### config.mk
export PLATFORM = sky130hd
export DESIGN_NAME = aes_lite_decrypt
export DESIGN_NICKNAME = d
export VERILOG_FILES = /design/src/rtl/aes_lite_decrypt.sv
export SDC_FILE = /design/constraint.sdc
export NUM_CORES = 1
export LEC_CHECK = 0
export BUFFER_PORTS_ARGS = -buffer_cell sky130_fd_sc_hd__buf_2
export CAP_MARGIN = 20
export CORE_ASPECT_RATIO = 0.7
export CORE_UTILIZATION = 53
export DETAILED_ROUTE_END_ITERATION = 16
export GPL_TIMING_DRIVEN = 0
export PLACE_DENSITY_LB_ADDON = 0.2
export SYNTH_ARGS = -nofsm -noshare
export SYNTH_HDL_FRONTEND = slang
export SYNTH_SLANG_ARGS = --single-unit
### constraint.sdc
create_clock -name clk -period 2.15 [get_ports clk]
set_clock_uncertainty 0.2 [all_clocks]
set_input_delay 0.215 -clock clk [delete_from_list [all_inputs] [get_ports clk]]
set_output_delay 0.215 -clock clk [all_outputs]
set_load 0.02 [all_outputs]
### src/rtl/aes_lite_decrypt.sv
// Byte decryptor: ROUNDS inverse XOR rounds (rc counts ROUNDS-1 down to 0) between valid/ready handshakes.
// Optional build macro AES_LITE_DEC_BACK2BACK_EN lets DONE accept the next byte while emitting the result.
module aes_lite_decrypt #(
    parameter int ROUNDS = 10
) (
    input  logic       clk,
    input  logic       rst,
    input  logic       in_valid,
    output logic       in_ready,
    input  logic [7:0] cipher_in,
    input  logic [7:0] key_in,
    output logic       out_valid,
    input  logic       out_ready,
    output logic [7:0] plain_out,
    output logic       busy
);
    typedef enum logic [1:0] {IDLE, ROUND, DONE} state_t;

    localparam logic [3:0] RC_LAST = 4'(ROUNDS - 1);

    state_t     state_reg, state_next;
    logic [3:0] rc_reg, rc_next;
    logic [7:0] st_reg, st_next;
    logic [7:0] key_reg, key_next;
    logic [7:0] plain_reg, plain_next;
    logic [7:0] round_mix;
    logic       accept_in;

    // The round constant only touches the low nibble of the state.
    generate
        for (genvar gi = 0; gi < 8; gi++) begin : g_mix
            if (gi < 4) begin : g_lo
                assign round_mix[gi] = st_reg[gi] ^ key_reg[gi] ^ rc_reg[gi];
            end else begin : g_hi
                assign round_mix[gi] = st_reg[gi] ^ key_reg[gi];
            end
        end
    endgenerate

`ifdef AES_LITE_DEC_BACK2BACK_EN
    assign in_ready = (state_reg == IDLE) || ((state_reg == DONE) && out_ready);
`else
    assign in_ready = (state_reg == IDLE);
`endif

    assign accept_in = in_valid && in_ready;
    assign out_valid = (state_reg == DONE);
    assign busy      = (state_reg != IDLE);
    assign plain_out = plain_reg;

    always_comb begin
        state_next = state_reg;
        rc_next    = rc_reg;
        st_next    = st_reg;
        key_next   = key_reg;
        plain_next = plain_reg;
        case (state_reg)
            IDLE: begin
                if (accept_in) begin
                    st_next    = cipher_in;
                    key_next   = key_in;
                    rc_next    = RC_LAST;
                    state_next = ROUND;
                end
            end
            ROUND: begin
                st_next = round_mix;
                if (rc_reg == 4'd0) begin
                    plain_next = round_mix;
                    state_next = DONE;
                end else begin
                    rc_next = rc_reg - 4'd1;
                end
            end
            DONE: begin
                // accept_in can only be set here when back-to-back loading is built in.
                if (out_ready) begin
                    if (accept_in) begin
                        st_next    = cipher_in;
                        key_next   = key_in;
                        rc_next    = RC_LAST;
                        state_next = ROUND;
                    end else begin
                        state_next = IDLE;
                    end
                end
            end
            default: state_next = IDLE;
        endcase
    end

    always_ff @(posedge clk) begin
        if (rst) begin
            state_reg <= IDLE;
            rc_reg    <= 4'd0;
            st_reg    <= 8'd0;
            key_reg   <= 8'd0;
            plain_reg <= 8'd0;
        end else begin
            state_reg <= state_next;
            rc_reg    <= rc_next;
            st_reg    <= st_next;
            key_reg   <= key_next;
            plain_reg <= plain_next;
        end
    end
endmodule
==> results by group, run 1 <==
Placement
  • IO Port Bufs: 29
  • Post-DP HPWL: 2310 microns
  • Routability-driven placement congestion ratio: 0.849

Clock network
  • Clock transition at path regs: 60 ps
  • Max H-tree Level: 2
  • CTS buffer count: 5
  • Worst-skew pair later-pin latency: 280 ps
  • CTS tree: built
  • Root buffer cell: clkbuf_8
  • CTS sink count: 30
  • CTS Buffer Depth: 2

Yosys
  • Flops & latches, synth: 30
  • Cell count after synthesis: 156
  • Yosys synthesis warning count: 0
  • Seq/Total Area, Yosys: 0.410
  • Largest cells by area after synthesis: dfxtp_1 (41%), mux2i_1 (8.2%), nor2_1 (6.9%)
  • Cell Area, Synth: 1470 sq um
  • Synth cell types: 31
  • Synth Net Count: 178
  • Yosys top cell by area: dfxtp_1
  • Yosys top cell area share: 0.410
  • Avg Cell Area, Syn: 9.40 sq um

Setup path
  • Worst setup path class: flip-flop to flip-flop
  • Critical path endpoint category: flip-flop
  • Worst path arrival time: 1840 ps
  • Element type at the critical path start: flip-flop
  • Worst path required time: 2150 ps
  • CP Max Fanout: 10

Timing
  • Final Hold Vio Count: 0
  • RSZ-0062 raised after global routing: false
  • Tmin final: 1850 ps
  • Fmax: 541 MHz
  • Max-slew violations: 0
  • Setup violators final: 0
  • Worst Max-Slew Pin Slew: 576 ps
  • Slew headroom: 0.616
  • Fin crit share: 0.859
  • Setup TNS: 0 ps

Final layout
  • Area Overhead vs Synth: 25.1%
  • Antenna diodes: 0
  • Post-layout util: 0.724
  • Share of post-route cells with drive strength above 1: 0.280
  • Number of fill cells: 190
  • Multi-input logic area: 777 sq um
  • Reg area: 601 sq um
  • Final nets: 221

Floorplanning
  • Chip Height: 46.0 microns
  • # rows: 15
  • I/O pins: 31
  • Initial Utilization: 0.579
  • Die area: 2980 sq um
  • Core area: 2530 sq um
  • Die W: 64.9 microns

Global route
  • Gr ovfl total: 0
  • Gr usage total: 0.250
  • Largest net degree at the start of global routing: 11
  • Global-route wire length before repair: 5290 microns
  • Antenna violations before repair: 0
  • Vias in the first global route: 1,128

Run
  • Max-cap viol count: 0

Route
  • Final antenna-violating net count: 0
  • WL final: 3210 microns
  • Initial DRC Count: 59
  • Via count: 1,228
  • DR pass1 iterations: 4
  • Mean number of vias per cell: 5.25
  • # DRC: 0
  • Routed WL per cell: 13.7 microns

Pwr
  • VDD IR-drop max: 0.643 mV
  • Pwr Density: 938 nW/um^2
  • Static leakage: 0.000761 uW
  • Final total power: 1720 uW

Hold path
  • Worst hold path type: input pin to flip-flop

Outcome
  • Status: complete, no violations
[metal layers]
metal  up-vias  routed length [microns]  track usage
li1        624                        -            -
met1       569                     1590        0.324
met2        29                     1410        0.385
met3         6                      165       0.0950
met4         0                       48       0.0800
met5         -                        0            0
[layout by cell type (no fill, tap or decap), types with 3 or more instances in the layout]
master / Yosys / routed
o21ai_0: 4 / 4
mux2i_1: 12 / 12
nand2_1: 4 / 4
a21oi_1: 12 / 12
nor4bb_1: 4 / 4
clkbuf_8: 0 / 8
buf_2: 4 / 33
a211oi_1: 4 / 4
nor2_1: 27 / 27
nor2b_1: 3 / 3
nor2_2: 4 / 4
dfxtp_1: 30 / 30
a2bb2oi_1: 4 / 4
clkbuf_1: 3 / 3
inv_1: 4 / 4
xnor2_1: 11 / 11
nor3_1: 3 / 3
dlygate4sd3_1: 0 / 7
a211oi_2: 4 / 4
[through the flow]
step                std cells  instance area (sq um)  hold WS [ps]  setup slack (ps)
floorplan                 156                   1470           162               500
global placement          219                   1650           249               409
detailed placement        219                   1650           262               359
CTS                       234                   1830          5.59               317
global route              234                   1830          27.1               206
finish                    234                   1830         0.125               303
[report_power, final]
part	total (uW)	internal (uW)	switching (uW)
clock	529	323	207
sequential	688	626	61.7
combinational	504	239	265
total	1720	1190	533
[cell families (layout without fill, tap and decap cells)]
| family | Yosys count | in the layout | synth area share |
|---|---|---|---|
| AND/OR/NAND/NOR | 52 | 52 | 0.188 |
| AO/OA/AOI/OAI | 34 | 34 | 0.172 |
| flip-flops | 30 | 30 | 0.410 |
| buffers and inverters | 14 | 58 | 0.0606 |
| XOR/XNOR | 12 | 12 | 0.0717 |
| multiplexers | 12 | 12 | 0.0819 |
| adder cells (fa/ha/maj) | 2 | 2 | 0.0171 |
[what timing repair did]
action | in CTS | in global routing
endpoints found under the hold margin | 7 | 0
buffers inserted | 0 | 0
gates resized for setup | 0 | 0
hold buffers | 7 | 0
[worst max-delay path, stage by stage, from the launching register on]
cell	delay, ps
dfxtp_1	350
inv_1	110
ha_1	150
nor3b_4	220
and2_1	190
buf_6	140
buf_12	140
nor2_2	50
a211oi_2	200
[worst paths after layout]
path | startpoint | end | slack (ps) | cells after the start
setup / recovery | rc_reg[0] | plain_out[5] | 300 | 8
hold / removal | key_in[1] | key_reg[1] | 0.1 | 3
setup reg to reg | rc_reg[0] | plain_out[5] | 300 | 8
hold reg to reg | plain_out[0] | plain_out[0] | 290 | 2
[Yosys cell counts]
cell	count
xnor2_1	11
nand4b_1	1
and2_1	2
inv_1	4
nor4bb_1	4
clkbuf_1	3
a21oi_1	12
nor3b_1	1
buf_2	4
a211oi_2	4
nor3b_4	1
nor3_1	3
nor2_2	4
a21oi_2	1
nor2b_1	3
nand2_1	4
o21ai_1	2
buf_6	2
mux2i_1	12
o21ai_0	4
a2bb2oi_1	4
nor2_1	27
buf_12	1
o21bai_4	1
nand2b_1	2
o21ba_2	1
a211oi_1	4
xor2_1	1
dfxtp_1	30
ha_1	2
a311oi_1	1
[layout make-up]
type                    count  share of cell area
plain buffers              10              0.0402
repair buffers             36               0.117
flip-flops and latches     30               0.327
multi-input cells         112               0.424
clock buffers               8              0.0600
well taps                  34              0.0232
inverters                   4             0.00819
(Power assumes the default switching activity.)
==> inputs of run 2 (changes only) <==
- PLACE_DENSITY: not set -> 0.76
- PLACE_DENSITY_LB_ADDON: 0.2 -> not set
==> results by group, run 2 (synthesized netlist as in run 1, its figures left out) <==
Hold path
  • Hold path depth: 4
  • Worst hold path type: input pin to flip-flop
  • Worst Hold Launch: out_ready
  • Hold path endpoint: state_reg[1]

Clock network
  • CTS Buffer Depth: 2
  • Clock transition at path regs: 70 ps
  • CTS sink count: 30
  • Root buffer cell: clkbuf_8
  • Post-CTS Resized: 0
  • CTS buffer count: 5
  • Max H-tree Level: 2
  • CTS tree: built
  • Worst-skew pair later-pin latency: 290 ps

Global route
  • Gr usage total: 0.267
  • Vias in the first global route: 1,168
  • Antenna violations before repair: 0
  • Gr ovfl total: 0
  • Largest net degree at the start of global routing: 11
  • Global-route wire length before repair: 5550 microns

Final layout
  • Share of post-route cells with drive strength above 1: 0.279
  • Antenna diodes: 0
  • Multi-input logic area: 777 sq um
  • Final cell count without fillers: 235
  • Area Overhead vs Synth: 25.8%
  • Commonest non-fill, non-tap cell in the layout: buf_2
  • Number of fill cells: 206
  • Most frequent cells in the layout: buf_2 (33), dfxtp_1 (30), nor2_1 (27), mux2i_1 (12), a21oi_1 (12)
  • Reg area: 601 sq um
  • Final nets: 222

Floorplanning
  • Die area: 2980 sq um
  • I/O pins: 31
  • Die W: 64.9 microns
  • Initial Utilization: 0.579
  • Chip Height: 46.0 microns
  • # rows: 15
  • Core area: 2530 sq um

Placement
  • Cells after DPL: 219
  • IO Port Bufs: 29
  • Routability-driven placement congestion ratio: 0.817
  • Post-DP HPWL: 2320 microns

Route
  • Via count: 1,253
  • Final antenna-violating net count: 0
  • Mean number of vias per cell: 5.33
  • Initial DRC Count: 74
  • WL final: 3380 microns
  • DR pass1 iterations: 4
  • # DRC: 0
  • Routed WL per cell: 14.4 microns

Pwr
  • Static leakage: 0.000765 uW
  • Pwr Density: 943 nW/um^2
  • VDD IR-drop max: 0.574 mV
  • Final total power: 1740 uW

Setup path
  • CP Max Fanout: 10
  • Worst path arrival time: 1840 ps
  • Worst setup path class: flip-flop to flip-flop
  • Worst path cell trace: inv_1 -> ha_1 -> nor3b_4 -> and2_1 -> buf_6 -> buf_12 -> a211oi_1
  • Crit path largest cell delay: 410 ps
  • Reg2reg start: rc_reg[0]
  • Element type at the critical path start: flip-flop
  • Reg-to-reg endpoint: plain_out[2]
  • R2r setup slk: 310 ps
  • Crit-path slowest cell: dfxtp_1
  • Worst path required time: 2150 ps
  • Critical path endpoint category: flip-flop
  • Reg2Reg Depth: 7

Timing
  • Setup violators final: 0
  • Setup TNS: 0 ps
  • RSZ-0062 raised after global routing: false
  • Worst Max-Slew Pin Slew: 601 ps
  • Tmin final: 1840 ps
  • Fin crit share: 0.855
  • Max-slew violations: 0
  • Slew headroom: 0.599
  • Fmax: 544 MHz
  • Final Hold Vio Count: 0

Outcome
  • Status: complete, no violations

Run
  • Max-cap viol count: 0
run 2: changes by cell type in the layout (fill, tap and decap cells not counted), sizes merged:
cell         change
dlygate4sd3      +1
run 2: through the flow:
stage / hold WS (ps) / util / worst slack [ps] / area [sq um]
after floorplan: 162 / - / 500 / 1470
after global placement: 249 / 0.653 / 397 / 1650
after detailed placement: 258 / 0.653 / 331 / 1650
after CTS: 40.9 / 0.728 / 315 / 1840
after global routing: 56.7 / 0.728 / 206 / 1840
final: 27.3 / 0.728 / 311 / 1840
run 2: how the worst max path moves through the flow:
stage	start	endpoint	slack [ps]	cells after the start
6_report	rc_reg[0]	plain_out[2]	310	7
2_1_floorplan	rc_reg[0]	plain_out[4]	500	8
4_1_cts	rc_reg[0]	plain_out[2]	320	7
3_5_place_dp	rc_reg[0]	plain_out[2]	330	7
3_3_place_gp	rc_reg[0]	plain_out[5]	400	8
5_1_grt	rc_reg[0]	plain_out[2]	210	7
run 2: critical path: cells and delay by family (launching register included):
family,cells,cell delay [ps]
AO/OA/AOI/OAI,1,220
adder cells (fa/ha/maj),1,210
buffers and inverters,3,380
flip-flops,1,410
AND/OR/NAND/NOR,2,330
run 2: layer usage:
layer | vias to the layer above | part of all wire | wire [microns] | global-route usage
li1 | 622 | - | - | -
met1 | 589 | 0.45 | 1510 | 0.313
met2 | 34 | 0.48 | 1630 | 0.456
met3 | 8 | 0.053 | 180 | 0.0750
met4 | 0 | 0.019 | 65 | 0.133
met5 | - | 0 | 0 | 0
run 2: area by class of cell:
class	count	share of cell area
multi-input combinational	112	0.421
sequential	30	0.326
timing repair buffer	37	0.122
clock buffer	8	0.0597
buffer	10	0.0400
tap	34	0.0231
inverter	4	0.00814
run 2: power breakdown:
group,switching [uW],internal (uW)
Sequential,62.2,626
Clock,222,323
Combinational,266,241
run 2: what timing repair did:
action                                  in CTS  in global routing
endpoints found under the setup margin       0                  0
buffers inserted                             0                  0
hold endpoints to repair                     8                  0
hold buffers                                 8                  0
==> inputs of run 3 (changes only) <==
- GPL_TIMING_DRIVEN: 0 -> not set
==> results by group, run 3 (synthesized netlist as in run 1, its figures left out) <==
Route
  • # DRC: 0
  • WL final: 3230 microns
  • Mean number of vias per cell: 5.21
  • Final antenna-violating net count: 0
  • Met2 Wirelength: 1500 microns
  • Initial DRC Count: 63
  • DRT met1 WL: 1510 microns
  • Metal3 WL: 143 microns
  • Top routing layer in use: met4
  • Routed WL per cell: 14.1 microns
  • DR pass1 iterations: 4
  • Via count: 1,193

Pwr
  • Static leakage: 0.000734 uW
  • VDD IR-drop max: 0.592 mV
  • Pwr Density: 919 nW/um^2

Final layout
  • Final nets: 216
  • Post-layout util: 0.702
  • Final cell count without fillers: 229
  • Reg area: 601 sq um
  • Share of post-route cells with drive strength above 1: 0.267
  • Number of fill cells: 225
  • Multi-input logic area: 777 sq um
  • Antenna diodes: 0
  • Most frequent cells in the layout: buf_2 (30), dfxtp_1 (30), nor2_1 (27), mux2i_1 (12), a21oi_1 (12)
  • Area Overhead vs Synth: 21.3%

Timing
  • Setup violators final: 0
  • Slack of the critical path: 321 ps
  • Fin crit share: 0.851
  • Fmax: 547 MHz
  • Final Hold Vio Count: 0
  • Worst Max-Slew Pin Slew: 597 ps
  • Max-slew violations: 0
  • Slew headroom: 0.602
  • Tmin final: 1830 ps
  • RSZ-0062 raised after global routing: false
  • Setup TNS: 0 ps

Setup path
  • CP Max Fanout: 12
  • Worst setup path class: flip-flop to flip-flop
  • Crit-path slowest cell: and2_1
  • Crit path largest cell delay: 520 ps
  • Worst path cell trace: nor2_1 -> and2_1 -> mux2i_1 -> nor2_1
  • Critical path endpoint category: flip-flop
  • Reg2Reg Depth: 4
  • Critical Path Most Common Cell: nor2_1
  • Worst path arrival time: 1780 ps
  • Element type at the critical path start: flip-flop
  • Worst path required time: 2100 ps

Global route
  • Largest net degree at the start of global routing: 31
  • Antenna violations before repair: 0
  • Gr ovfl total: 0
  • Gr usage total: 0.249
  • Global-route wire length before repair: 5300 microns
  • Vias in the first global route: 1,168

Floorplanning
  • Core area: 2530 sq um
  • I/O pins: 31
  • Die W: 64.9 microns
  • Die area: 2980 sq um
  • Initial Utilization: 0.579
  • Chip Height: 46.0 microns
  • # rows: 15

Clock network
  • # Post-CTS Setup Buffers: 0
  • Post-CTS Resized: 0
  • CTS Buffer Depth: 2
  • CTS tree: built
  • CTS buffer count: 5
  • Worst-skew pair later-pin latency: 290 ps
  • Max H-tree Level: 2
  • Clock transition at path regs: 60 ps
  • CTS sink count: 30
  • Root buffer cell: clkbuf_8

Placement
  • Cells after DPL: 213
  • IO Port Bufs: 30
  • Post-DP HPWL: 2140 microns
  • Worst slack, placed: 333 ps
  • Routability-driven placement congestion ratio: 0.766

Run
  • Max-cap viol count: 0

Outcome
  • Status: complete, no violations

Hold path
  • Hold path depth: 4
  • Worst hold path type: input pin to flip-flop
run 3: cell types whose count changed in the layout (fill, tap and decap cells not counted):
cell      change
buf_2         -3
buf_4         +3
buf_6         -2
clkbuf_1      -2
clkbuf_8      -2
buf_12        -1
clkinv_2      +1
run 3: power by group:
part | total [uW] | internal [uW] | switching (uW)
Combinational | 471 | 224 | 247
Clock | 463 | 257 | 206
Sequential | 700 | 626 | 74.0
run 3: cell type report:
type                            count  area share
Clock buffer                        7      0.0485
Timing Repair Buffer               41       0.142
Multi-Input combinational cell    112       0.437
Sequential cell                    30       0.338
Clock inverter                      1     0.00281
Tap cell                           34      0.0239
Inverter                            4     0.00844
run 3: final timing paths:
kind / start / to / slack (ps)
hold / removal: out_ready / state_reg[1] / 30
setup / recovery: state_reg[0] / key_reg[0] / 320
setup reg to reg: state_reg[0] / key_reg[0] / 320
hold reg to reg: plain_out[0] / plain_out[0] / 280
run 3: critical path, delay by kind of cell (launching register included):
family	cells	cell delay (ps)
and+or+nand+nor	3	790
DFF	1	440
muxes	1	260
run 3: routing by layer:
| metal | global-route usage | vias to the layer above |
|---|---|---|
| met5 | 0 | - |
| li1 | - | 610 |
| met3 | 0.0600 | 7 |
| met4 | 0.160 | 0 |
| met2 | 0.383 | 33 |
| met1 | 0.318 | 543 |
run 3: what timing repair did:
action                     4_1_cts  5_1_grt
hold endpoints to repair         8        0
setup endpoints to repair        0        0
hold buffers                     8        0
run 3: metrics by stage:
step | power (uW) | hold WS [ps] | instance area, sq um
finish | 1630 | 27.0 | 1780
global placement | 1150 | 249 | 1610
global route | 1730 | 60.3 | 1780
detailed placement | 1170 | 259 | 1610
CTS | 1640 | 24.9 | 1780
floorplan | 1070 | 162 | 1470
